<file path="src/rtl/mbank_pkg.sv">
// Shared types for the mbank port-A arbiter: FSM states, requester id, one-hot helper.
package mbank_pkg;

  typedef enum logic {ARB_IDLE, ARB_BURST} arb_state_e;

  typedef logic req_id_t;

  function automatic logic [1:0] req_onehot(input req_id_t id);
    return id ? 2'b10 : 2'b01;
  endfunction

endpackage

</file>
<file path="src/rtl/mbank_rr_pick.sv">
// Combinational 2-way round-robin pick: on contention the requester that did not win last time wins.
module mbank_rr_pick
  import mbank_pkg::*;
(
  input  logic [1:0] valid,
  input  req_id_t    last,
  output req_id_t    win,
  output logic       any
);

  always_comb begin
    any = |valid;
    if (valid == 2'b11) win = ~last;
    else                win = valid[1] & ~valid[0];
  end

endmodule

</file>
<file path="src/rtl/mbank_porta_arbiter.sv">
// Shares RAM port A between two burst requesters; first beat issues in the grant cycle,
// read data returns one cycle after each beat; owner stalls hold the burst, no rsp backpressure.
module mbank_porta_arbiter
  import mbank_pkg::*;
#(
  parameter int ADDR_W = 2,
  parameter int DATA_W = 1,
  parameter int LEN_W  = 2
) (
  input  logic                   clk,
  input  logic                   rst_n,
  input  logic [1:0]             req_valid,
  input  logic [1:0]             req_we,
  input  logic [1:0][ADDR_W-1:0] req_addr,
  input  logic [1:0][LEN_W-1:0]  req_len,
  input  logic [1:0][DATA_W-1:0] req_wdata,
  output logic [1:0]             req_ready,
  output logic [1:0]             rsp_valid,
  output logic                   rsp_last,
  output logic [DATA_W-1:0]      rsp_rdata,
  output logic                   busy,
  output logic                   ram_wea,
  output logic [ADDR_W-1:0]      ram_addra,
  output logic [DATA_W-1:0]      ram_dina,
  input  logic [DATA_W-1:0]      ram_douta
);

  arb_state_e        state;
  req_id_t           owner;
  req_id_t           last_grant;
  logic              own_we;
  logic [ADDR_W-1:0] base;
  logic [LEN_W-1:0]  len;
  logic [LEN_W-1:0]  beat_cnt;

  req_id_t           win;
  logic              any;
  req_id_t           cur;
  logic              cur_we;
  logic [ADDR_W-1:0] cur_addr;
  logic              is_last;
  logic              issue;

  mbank_rr_pick u_pick (
    .valid (req_valid),
    .last  (last_grant),
    .win   (win),
    .any   (any)
  );

  // In IDLE the winner's live inputs drive the first beat; in BURST the latched context does.
  always_comb begin
    cur      = owner;
    cur_we   = own_we;
    cur_addr = base + ADDR_W'(beat_cnt);
    is_last  = (beat_cnt == len);
    issue    = rst_n & req_valid[owner];
    if (state == ARB_IDLE) begin
      cur      = win;
      cur_we   = req_we[win];
      cur_addr = req_addr[win];
      is_last  = (req_len[win] == '0);
      issue    = rst_n & any;
    end
  end

  assign req_ready = issue ? req_onehot(cur) : 2'b00;
  assign ram_wea   = issue & cur_we;
  assign ram_addra = issue ? cur_addr : '0;
  assign ram_dina  = issue ? req_wdata[cur] : '0;
  assign busy      = (state == ARB_BURST);
  assign rsp_rdata = (|rsp_valid) ? ram_douta : '0;

  always_ff @(posedge clk or negedge rst_n) begin
    if (!rst_n) begin
      state      <= ARB_IDLE;
      owner      <= 1'b0;
      last_grant <= 1'b1;
      own_we     <= 1'b0;
      base       <= '0;
      len        <= '0;
      beat_cnt   <= '0;
      rsp_valid  <= 2'b00;
      rsp_last   <= 1'b0;
    end else begin
      rsp_valid <= (issue && !cur_we) ? req_onehot(cur) : 2'b00;
      rsp_last  <= issue && !cur_we && is_last;
      if (issue) begin
        if (state == ARB_IDLE) begin
          owner  <= cur;
          own_we <= cur_we;
          base   <= cur_addr;
          len    <= req_len[cur];
        end
        if (is_last) begin
          state      <= ARB_IDLE;
          last_grant <= cur;
          beat_cnt   <= '0;
        end else begin
          state    <= ARB_BURST;
          beat_cnt <= beat_cnt + 1'b1;
        end
      end
    end
  end

endmodule

</file>
<file path="config.mk">
export PLATFORM = sky130hd
export DESIGN_NAME = mbank_porta_arbiter
export DESIGN_NICKNAME = d
export VERILOG_FILES = /design/src/rtl/mbank_pkg.sv /design/src/rtl/mbank_rr_pick.sv /design/src/rtl/mbank_porta_arbiter.sv
export SDC_FILE = /design/constraint.sdc
export NUM_CORES = 1
export LEC_CHECK = 0
export CORE_MARGIN = 5
export CORE_UTILIZATION = 45
export DETAILED_ROUTE_END_ITERATION = 7
export PLACE_DENSITY = 0.78
export SETUP_SLACK_MARGIN = 0.1
export SYNTH_ARGS = -nofsm -noshare
export SYNTH_HDL_FRONTEND = slang
export SYNTH_HIERARCHICAL = 1
export SYNTH_SLANG_ARGS = --single-unit
</file>
<file path="constraint.sdc">
create_clock -name clk -period 3.5 [get_ports clk]
set_input_delay 0.7 -clock clk [delete_from_list [all_inputs] [get_ports clk]]
set_output_delay 0.7 -clock clk [all_outputs]
set_load 0.05 [all_outputs]
</file>
; Yosys cells after proc, flatten, opt, wreduce, memory -nomap -nowiden
; Index checks and enable logic that the tools add are counted.
[classes]
add_sub_neg = 2
magnitude_cmp = 3
eq_ne = 2
mux = 26
bitwise = 7
reduce_logical = 8
[ops]
columns = op, n
row1 = 2-bit two-way mux, 12
row2 = 1-bit two-way mux, 14
row3 = 1-bit by 2-bit < comparator with 1-bit output (second input constant), 3
row4 = 1-bit AND, 4
row5 = 2-bit AND reduction, 2
row6 = 2-bit OR reduction, 2
row7 = 1-bit NOT, 3
row8 = 2-bit by 1-bit adder with 2-bit output (second input constant), 1
row9 = 2-bit adder, 1
row10 = 2-bit == test, 1
row11 = 2-bit == test (second input constant), 1
row12 = 1-bit logical AND, 2
row13 = 2-bit zero test, 1
row14 = 1-bit zero test, 1
[totals]
regBits = 13
out_inout_bits = 11

; Logic depth before layout (Yosys ltp)
[depth]
ltp_word = 9
ltp_mapped = 6
depth_no_buf = 5

; Cells and area by module
; Netlist, hierarchy kept.
[by_module_without_submodules]
columns = mod, instances, cells_per_inst, area_per_inst_um2
row1 = mbank_porta_arbiter, 1, 79, 758.2
row2 = mbank_rr_pick, 1, 2, 13.8

; Worst setup path after synthesis
; OpenSTA, ideal clock, no wires.
[synth_timing]
path_kind = register to output
from = reg state (netlist: busy)
to = out ram_dina
arrival_time_ns = 2.103
required_time_ns = 2.800
setup_slack_ns = 0.697
stages_incl_launch_ff = 5
path_buffers = 1
cell_sequence = dfrtp_1 > buf_2 > mux2i_1 > nand2_1 > a21oi_1
[synth_between]
elab_chain_len = 4
[synth_rtl]
columns = element, line_no
row1 = from (decl), mbank_porta_arbiter.sv:28  ; arb_state_e state;
row2 = from (signal assigned), mbank_porta_arbiter.sv:76  ; state <= ARB_IDLE;
row3 = from (signal assigned), mbank_porta_arbiter.sv:96  ; state <= ARB_IDLE;
row4 = from (signal assigned), mbank_porta_arbiter.sv:100  ; state <= ARB_BURST;
row5 = 1-bit two-way mux, mbank_porta_arbiter.sv:58  ; if (state == ARB_IDLE) begin
row6 = 1-bit two-way mux (implied by the code) (2 in series), mbank_porta_arbiter.sv:70  ; assign ram_dina = issue ? req_wdata[cur] : '0;
row7 = 1-bit two-way mux *, mbank_porta_arbiter.sv:70
row8 = to (decl), mbank_porta_arbiter.sv:24  ; output logic [DATA_W-1:0] ram_dina,
; Mark *: on every way between the ends. The rest lies on a longest branch, timed or not. The select of a mux whose other input is x is not followed.

; Final worst setup path
[layout_timing]
from = in req_valid[1]
to = out ram_dina
[layout_between]
elab_chain_len = 6
[layout_rtl]
columns = element, line_no
row1 = from (decl), mbank_porta_arbiter.sv:12  ; input logic [1:0] req_valid,
row2 = 2-bit == test / 1-bit AND (equally long branches), "mbank_rr_pick.sv:13, mbank_rr_pick.sv:14"
row3 = 1-bit two-way mux *, mbank_rr_pick.sv:13  ; if (valid == 2'b11) win = ~last;
row4 = net win, mbank_porta_arbiter.sv:36  ; req_id_t win;
row5 = 1-bit two-way mux *, mbank_porta_arbiter.sv:58
row6 = 1-bit two-way mux (implied by the code) * (2 in series), mbank_porta_arbiter.sv:70
row7 = 1-bit two-way mux *, mbank_porta_arbiter.sv:70
; Mark *: on every way through the listed nets, which the timed path passes. The rest lies on a longest branch. The select of a mux whose other input is x is not followed.

==> flow_metrics.env <==
export IMPL_status="complete, no violations"
export IMPL_synth_most_common_cell="nor2_1"
export IMPL_grt_busiest_layer="met2"
export IMPL_routed_wl_um=1790
export IMPL_fp_dieArea_um2=2640
export IMPL_syn_num_nets=99
export IMPL_cap_violations=0
export IMPL_numCtsBuffers=3
export IMPL_gp_congestion=0.742
export IMPL_coreArea_um2=1670
export IMPL_ctsResizeCount=0
export IMPL_avgSynthCellArea_um2=9.53
export IMPL_setup_tns_ns=0
export IMPL_finalHoldViolCount=0
export IMPL_insertion_delay_ns=0.28
export IMPL_synth_top_cell_by_area="dfrtp_1"
export IMPL_drive_gt1_share_pct=19.8
export IMPL_crit_type="primary input to primary output"
export IMPL_min_period_ns=3.16
export IMPL_drt_iter0_drc=2
export IMPL_ys_top_cells_by_count="14 x nor2_1, 12 x dfrtp_1, 9 x nand2_1"
export IMPL_stdcell_area_um2=1120
export IMPL_io_buffers=27
export IMPL_antenna_cells=0
export IMPL_htreeDepth=1
export IMPL_initial_core_util_pct=46.2
export IMPL_fin_hold_ws_ns=0.501
export IMPL_tritoncts="done"
export IMPL_grt_pass1_vias=677
export IMPL_drt_pass1_iter_count=4
export IMPL_slew_headroom_pct=64.7
export IMPL_grt_total_usage_pct=15.2
export IMPL_synth_edf_count=0
export IMPL_ys_ff_latch=13
export IMPL_hpwl_um=1460
export IMPL_ys_seq_area_share_pct=42.3
export IMPL_required_ns=2.80
export IMPL_dieWidth_um=51.4
export IMPL_worst_path_max_fanout=7
export IMPL_ios=28
export IMPL_setup_violations=0
export IMPL_clock_root_buffer="clkbuf_4"
export IMPL_nets=130
export IMPL_antenna_left=0
export IMPL_wl_per_cell_um=14.0
export IMPL_ys_warn_count=6
export IMPL_drv_slew=0
export IMPL_regArea_um2=327
export IMPL_ys_types=24
export IMPL_max_freq_mhz=316
export IMPL_peakVddDrop_mv=0.402
export IMPL_grt_overflow_total=0
export IMPL_finalCritPeriodShare_pct=90.3
export IMPL_met3_usage_pct=3.79
export IMPL_p_leak_uw=0.000494
export IMPL_clock_path_buffers=2
export IMPL_antenna_found_initial=0
export IMPL_vias=691
export IMPL_grt_pass1_wl_um=2980
export IMPL_fillerInstances=133
export IMPL_cp_start_kind="primary input"
export IMPL_synth_top_cell_area_share_pct=38.9
export IMPL_synth_area_top_cells="dfrtp_1 39%, mux2_2 8.8%, mux2i_1 7.8%"
export IMPL_power_uw=1030
export IMPL_placed_cell_area_um2=1100
export IMPL_grt_max_degree=17
export IMPL_synth_cell_area_um2=772
export IMPL_pwr_density_cell_nw_per_um2=915
export IMPL_arrival_ns=2.46
export IMPL_met2_usage_pct=25.4
export IMPL_ys_dominant_reg_cell="dfrtp_1"
export IMPL_clk_pin_slew_ns=0.08
export IMPL_grt_util_met1_pct=18.2
export IMPL_worst_pin_slew_ns=0.529
export IMPL_synth_cells=81
export IMPL_hold_buffers=0
export IMPL_die_y_um=51.4
export IMPL_syn2layout_area_growth_pct=45.7
export IMPL_fin_skew_ns=0.00353
export IMPL_multi_input_area_um2=427
export IMPL_post_route_util_pct=67.3
export IMPL_post_cts_buffers=0
export IMPL_fp_row_count=15
export IMPL_end_kind="primary output"
export IMPL_cts_sinks=13
export IMPL_drc=0
export IMPL_hold_path_class="flop to flop"
export IMPL_rsz0062_at_grt="no"
export IMPL_vias_per_cell=5.40
export IMPL_synthArstFlopShare_pct=100
==> worst paths after layout <==
path | from | endpoint | slack, ns | depth (start not counted)
max in group asynchronous | rst_n | last_grant | 2.51 | 2
min in group asynchronous | rst_n | rsp_last | 0.75 | 2
worst max register to register | busy | last_grant | 1.73 | 3
worst min-delay path | base[0] | base[0] | 0.50 | 2
worst min register to register | base[0] | base[0] | 0.50 | 2
worst max-delay path | req_valid[1] | ram_dina | 0.34 | 7
==> cells by family (layout without fill, tap and decap cells) <==
kind of cell	count (synthesis)	after routing	share of synthesized area, %
muxes	13	13	18.3
adders and majority gates	1	1	1.62
and+or+nand+nor	27	27	14.3
buffers and inverters	4	34	2.43
DFF	13	13	42.3
xor gates and xnor gates	4	4	4.54
AOI/OAI and AO/OA	19	19	16.5
==> layout make-up <==
| class | count | share of cell area, % |
|---|---|---|
| Clock buffer | 4 | 2.34 |
| Inverter | 1 | 0.334 |
| Multi-Input combinational cell | 64 | 37.9 |
| Sequential cell | 13 | 29.0 |
| Tap cell | 17 | 1.89 |
| Timing Repair Buffer | 29 | 28.5 |
==> through the flow <==
stage	cells	worst slack, ns
after global placement	124	0.423
after detailed placement	124	0.324
after floorplan	81	0.697
after CTS	128	0.327
after global routing	128	0.188
final	128	0.339
==> per-layer routing <==
layer / up-vias / wire, um
li1: 344 / -
met5: - / 0
met2: 19 / 890
met4: 0 / 23
met3: 4 / 98
met1: 324 / 781
==> registers in the layout, summed over array words and instances, names as in the netlist <==
| name | cells |
|---|---|
| rsp_last | 1 |
| own_we | 1 |
| busy | 1 |
| owner | 1 |
| last_grant | 1 |
| beat_cnt | 2 |
| rsp_valid | 2 |
| base | 2 |
| len | 2 |
==> layout by cell type (no fill, tap or decap), types with 2 or more instances in the layout <==
master	netlist	final
nor2_1	14	14
a21oi_1	6	6
nor3_1	2	2
o21ai_0	4	4
a21o_1	2	2
buf_12	0	4
mux2i_1	6	6
xnor2_1	4	4
dfrtp_1	12	12
clkbuf_4	0	3
mux2_2	6	6
buf_4	0	4
nand2_1	9	9
clkdlybuf4s50_1	0	21
==> power breakdown <==
group	total [uW]	switching, uW	internal, uW
combinational	637	347	290
sequential	297	77.8	220
clock	95.7	51.4	44.3
total	1030	476	553
==> critical path: stages <==
cell and delay (ns):
clkdlybuf4s50_1 0.51, a21boi_0 0.29, buf_4 0.22, mux2_2 0.24, nand2_1 0.07, a21oi_1 0.25
buf_12 0.18
Note: power is estimated with default switching activity, not from simulation.
==> RTL change 1, RTL diff (config.mk and constraints unchanged) <==
Change the parameter `LEN_W` from 2 to 1.
--- a/src/rtl/mbank_porta_arbiter.sv
+++ b/src/rtl/mbank_porta_arbiter.sv
@@ -6,5 +6,5 @@
   parameter int ADDR_W = 2,
   parameter int DATA_W = 1,
-  parameter int LEN_W  = 2
+  parameter int LEN_W  = 1
 ) (
   input  logic                   clk,
Interface: changed (resized req_len); port bits go from 28 to 26. No check against the original RTL was run, so the function may have changed too.
==> RTL change 1 against the original RTL <==
Area after synthesis fell by 13%. Final area shrank 12%. Setup slack better by 0.054 ns. Sequential cell count fell by 2. Wire length shrank 20%. Clock skew rose by 0.0017 ns. Power decreased by 17%. Critical path type unchanged.
==> RTL change 1: results <==
[layout]
top_regs = "base (2), rsp_valid (2)"
fillCellCount = 129
antennaDiodeCount = 0
drive_above_1_share_pct = 18.48
final_nets = 109

[grt]
antenna_found_initial = 0
grt_max_degree = 14
grt_pass1_wl_um = 2428
grt_pass1_vias = 532
grt_usage_pct = 13.02

[critical_path]
critPathMaxFanout = 7
r2r_start = "busy"
rr_worst_depth = 4
rrSetupSlack_ns = 1.80
cp.arrival_ns = 2.41

[synth]
synthesis.nets = 80
async_flop_share_pct = 100.0
synth-seq-area-share_pct = 41.23
synth_flop_cell = "dfrtp_1"
yosys-top-cells-count = "11 x nor2_1, 10 x dfrtp_1, 7 x mux2i_1"
synth_area_leaders = "dfrtp_1 37%, mux2i_1 10%, nor2_1 6.2%"
ys_types = 24
synthCells = 64

[place]
hpwlAfterDp_um = 1135
dp.cells = 104
io_buffers = 25
place_congestion = 0.7038

[timing]
worst_pin_slew_ns = 0.5078
fin_skew_ns = 0.005238
setup_viol = 0

[detailed_routing]
wirelength_um = 1435
dr.pass1.iters = 3
routed-via-count = 551
drt_iter0_markers = 7
drc = 0
via_per_inst = 5.102

[min_path]
hold_class = "reg -> reg"
hold_end = "base[0]"
min_from = "base[0]"
hold_path_depth = 2

[power_and_ir_drop]
irDropWorstVdd_v = 0.0004440
leakagePower_uw = 0.0004436

[clock_tree]
cts_resized = 0
root_buffer = "clkbuf_4"
post-cts-setup-buffers = 0
cts_made_buffers = 3
cts_buffer_depth = 2
clock_latency_ns = 0.27

[status]
status = "completed"
-- RTL change 1: cell count changes after synthesis, sizes merged, moves of 2 or more --
| cell | delta |
|---|---|
| a21o | -2 |
| a21oi | -2 |
| dfrtp | -2 |
| nand2 | -3 |
| nand2b | +2 |
| nor2 | -2 |
| nor3 | -2 |
| xnor2 | -3 |
-- RTL change 1: cell type report --
type,count,area [um2],share of cell area (%)
Multi-Input combinational cell,50,364.1,36.88
Sequential cell,11,276.5,28.01
Clock buffer,4,26.28,2.662
Timing Repair Buffer,27,300.3,30.42
Tap cell,16,20.02,2.028
-- RTL change 1: stage by stage --
step / total power (uW) / setup slack (ns) / utilization, % / hold WS [ns] / area, um2
after floorplan: 609.1 / 0.7123 / - / 0.4044 / 670.6
after global placement: 763.3 / 0.4942 / 66.09 / 0.4768 / 960.9
after detailed placement: 770.4 / 0.4044 / 66.09 / 0.4889 / 960.9
after CTS: 858.6 / 0.3990 / 67.90 / 0.5049 / 987.2
after global routing: 901.2 / 0.3145 / 67.90 / 0.5375 / 987.2
final: 850.0 / 0.3929 / 67.90 / 0.4977 / 987.2
-- RTL change 1: worst max-delay path by stage --
stage | from | endpoint | slack, ns | cells past startpoint
after global routing | req_valid[1] | ram_wea | 0.31 | 7
final | req_valid[1] | ram_wea | 0.39 | 7
after CTS | req_valid[1] | ram_wea | 0.40 | 7
after global placement | req_valid[1] | ram_wea | 0.49 | 7
after detailed placement | req_valid[1] | ram_wea | 0.40 | 7
after floorplan | req_valid[1] | ram_dina | 0.71 | 5
-- RTL change 1: cell families (layout without fill, tap and decap cells) --
logic type	after synthesis	after routing	share of synthesized area (%)
flops	11	11	41.23
mux	13	13	22.76
buf+inv	3	31	4.478
fa+ha+maj	1	1	1.865
simple gates	22	22	16.98
compound gates	12	12	10.08
xor+xnor	2	2	2.612
-- RTL change 1: critical path, stage by stage --
cell and delay (ns):
clkdlybuf4s50_1 0.49, a21boi_0 0.21, buf_4 0.19, mux2_1 0.34, mux2i_1 0.19, nor2_1 0.08
buf_4 0.20
-- RTL change 1: report_power, final --
group | internal, uW | switching (uW) | total [uW] | leakage (uW)
Sequential | 184 | 56.5 | 240 | 0.000137
Combinational | 232 | 290 | 522 | 0.000292
Clock | 44.1 | 43.6 | 87.8 | 0.0000150
Total | 460 | 390 | 850 | 0.000444
-- RTL change 1: metal layers --
layer	share of wire (%)	track usage, %	wire length, um
met5	0	0	0
met4	1.7	8.072	25
met3	8.6	4.908	124
met2	48	20.43	686
met1	42	14.69	598
==> RTL change 2, RTL diff (config.mk and constraints unchanged) <==
Without the edit above. Reset style: synchronous (`rst_n`), changed in one clocked block.
--- a/src/rtl/mbank_porta_arbiter.sv
+++ b/src/rtl/mbank_porta_arbiter.sv
@@ -72,5 +72,5 @@
   assign rsp_rdata = (|rsp_valid) ? ram_douta : '0;
 
-  always_ff @(posedge clk or negedge rst_n) begin
+  always_ff @(posedge clk) begin
     if (!rst_n) begin
       state      <= ARB_IDLE;
Function: differs if rst_n is asserted again (counterexample within 4 cycles, from zero or initial values and one cycle with rst_n low); with rst_n held inactive, the same outputs for 10 cycles.
==> RTL change 2 against the original RTL <==
Final area grew 0.56%. Die area grew 1.4%. Power shrank 35%. Largest cell class unchanged. Setup slack gained 0.058 ns. Wire length grew 5.9%. Register-to-register slack is essentially flat. Critical path depth is the same. Area after synthesis grew 1.8%. Clock skew grew 0.0020 ns. Largest power group unchanged. Sequential cell count is the same.
==> RTL change 2: results <==
[synth]
synth_flop_cell = "dfxtp_1"
ys_types = 34
synthCells = 84
synth-seq-area-share_pct = 33.12
yosysWarnings = 6
yosys-top-cells-count = "13 x dfxtp_1, 10 x mux2i_1, 9 x nand2_1"
synth_area_leaders = "dfxtp_1 33%, mux2i_1 13%, o211a_1 5.1%"
async_flop_share_pct = 0
synthesis.nets = 102

[place]
place_congestion = 0.7486
dp.cells = 125
dpl-instance-area_um2 = 1105
post-place-ws_ns = 0.4152
hpwlAfterDp_um = 1570
io_buffers = 27

[critical_path]
slowest_delay_ns = 0.49
critPathLaunch = "req_valid[1]"
r2r_start = "busy"
cp.arrival_ns = 2.40

[grt]
grt_pass1_wl_um = 3291
grt_usage_pct = 16.46
grt_pass1_vias = 736
grt_max_degree = 15

[layout]
fillCellCount = 152
drive_above_1_share_pct = 16.07
antennaDiodeCount = 0

[status]
status = "completed"

[power_and_ir_drop]
leakagePower_uw = 0.0004744
irDropWorstVdd_v = 0.0003559
switching_power_uw = 285.0

[min_path]
min_from = "base[0]"

[timing]
worst_pin_slew_ns = 0.7469
fin_skew_ns = 0.005572

[detailed_routing]
drt_iter0_markers = 13
wl_per_cell_um = 14.71
wirelength_um = 1898
routed-via-count = 704
-- RTL change 2: cell types whose count changed in the layout (fill, tap and decap cells not counted), sizes merged, moves of 2 or more --
cell	before	now
mux2	6	1
dfxtp	0	13
nand3	0	2
o211a	0	4
a21o	3	1
dfrtp	12	0
o21ai	5	1
nor2	14	8
nor2b	0	5
mux2i	7	11
-- RTL change 2: per-layer routing --
layer / wire length, um / track usage [%] / up-vias
li1: - / - / 357
met1: 705 / 17.80 / 328
met2: 1072 / 30.72 / 15
met3: 94 / 5.444 / 4
met4: 26 / 3.493 / 0
met5: 0 / 0 / -
-- RTL change 2: cell families after synthesis --
group	after synthesis	share of synthesized area (%)
simple gates	32	20.86
compound gates	18	18.95
flops	13	33.12
mux	12	17.52
xor+xnor	4	4.458
buf+inv	4	3.502
fa+ha+maj	1	1.592
-- RTL change 2: worst paths after layout --
path | slack (ns) | end | depth (start not counted)
min reg2reg | 0.52 | base[0] | 1
max reg2reg | 1.73 | len[0] | 4
min | 0.52 | base[0] | 1
max | 0.40 | ram_wea | 7
-- RTL change 2: final cells by class --
cell class | instances | area, um2 | share of cell area (%)
clock buffers | 4 | 26.28 | 2.323
multi-input cells | 67 | 498.0 | 44.03
flip-flops and latches | 13 | 260.3 | 23.01
well taps | 17 | 21.27 | 1.881
repair buffers | 28 | 325.3 | 28.76
-- RTL change 2: critical path, delay by kind of cell --
kind	cells	cell delay [ns]
simple gates	1	0.12
buf+inv	3	0.85
compound gates	1	0.19
mux	2	0.53
-- RTL change 2: power groups by stage --
stage	logic [uW]	clock network [uW]	registers [uW]
after global placement	351	0	225
after CTS	363	92.8	223
final	360	88.6	223
after floorplan	227	0	242
after global routing	388	100	231
after detailed placement	361	0	227
-- RTL change 2: metrics by stage --
step	hold WS, ns	total power [uW]
after floorplan	0.4742	469.1
after global placement	0.4923	575.2
after detailed placement	0.5101	588.3
after CTS	0.5277	678.3
after global routing	0.5492	719.3
final	0.5197	671.6
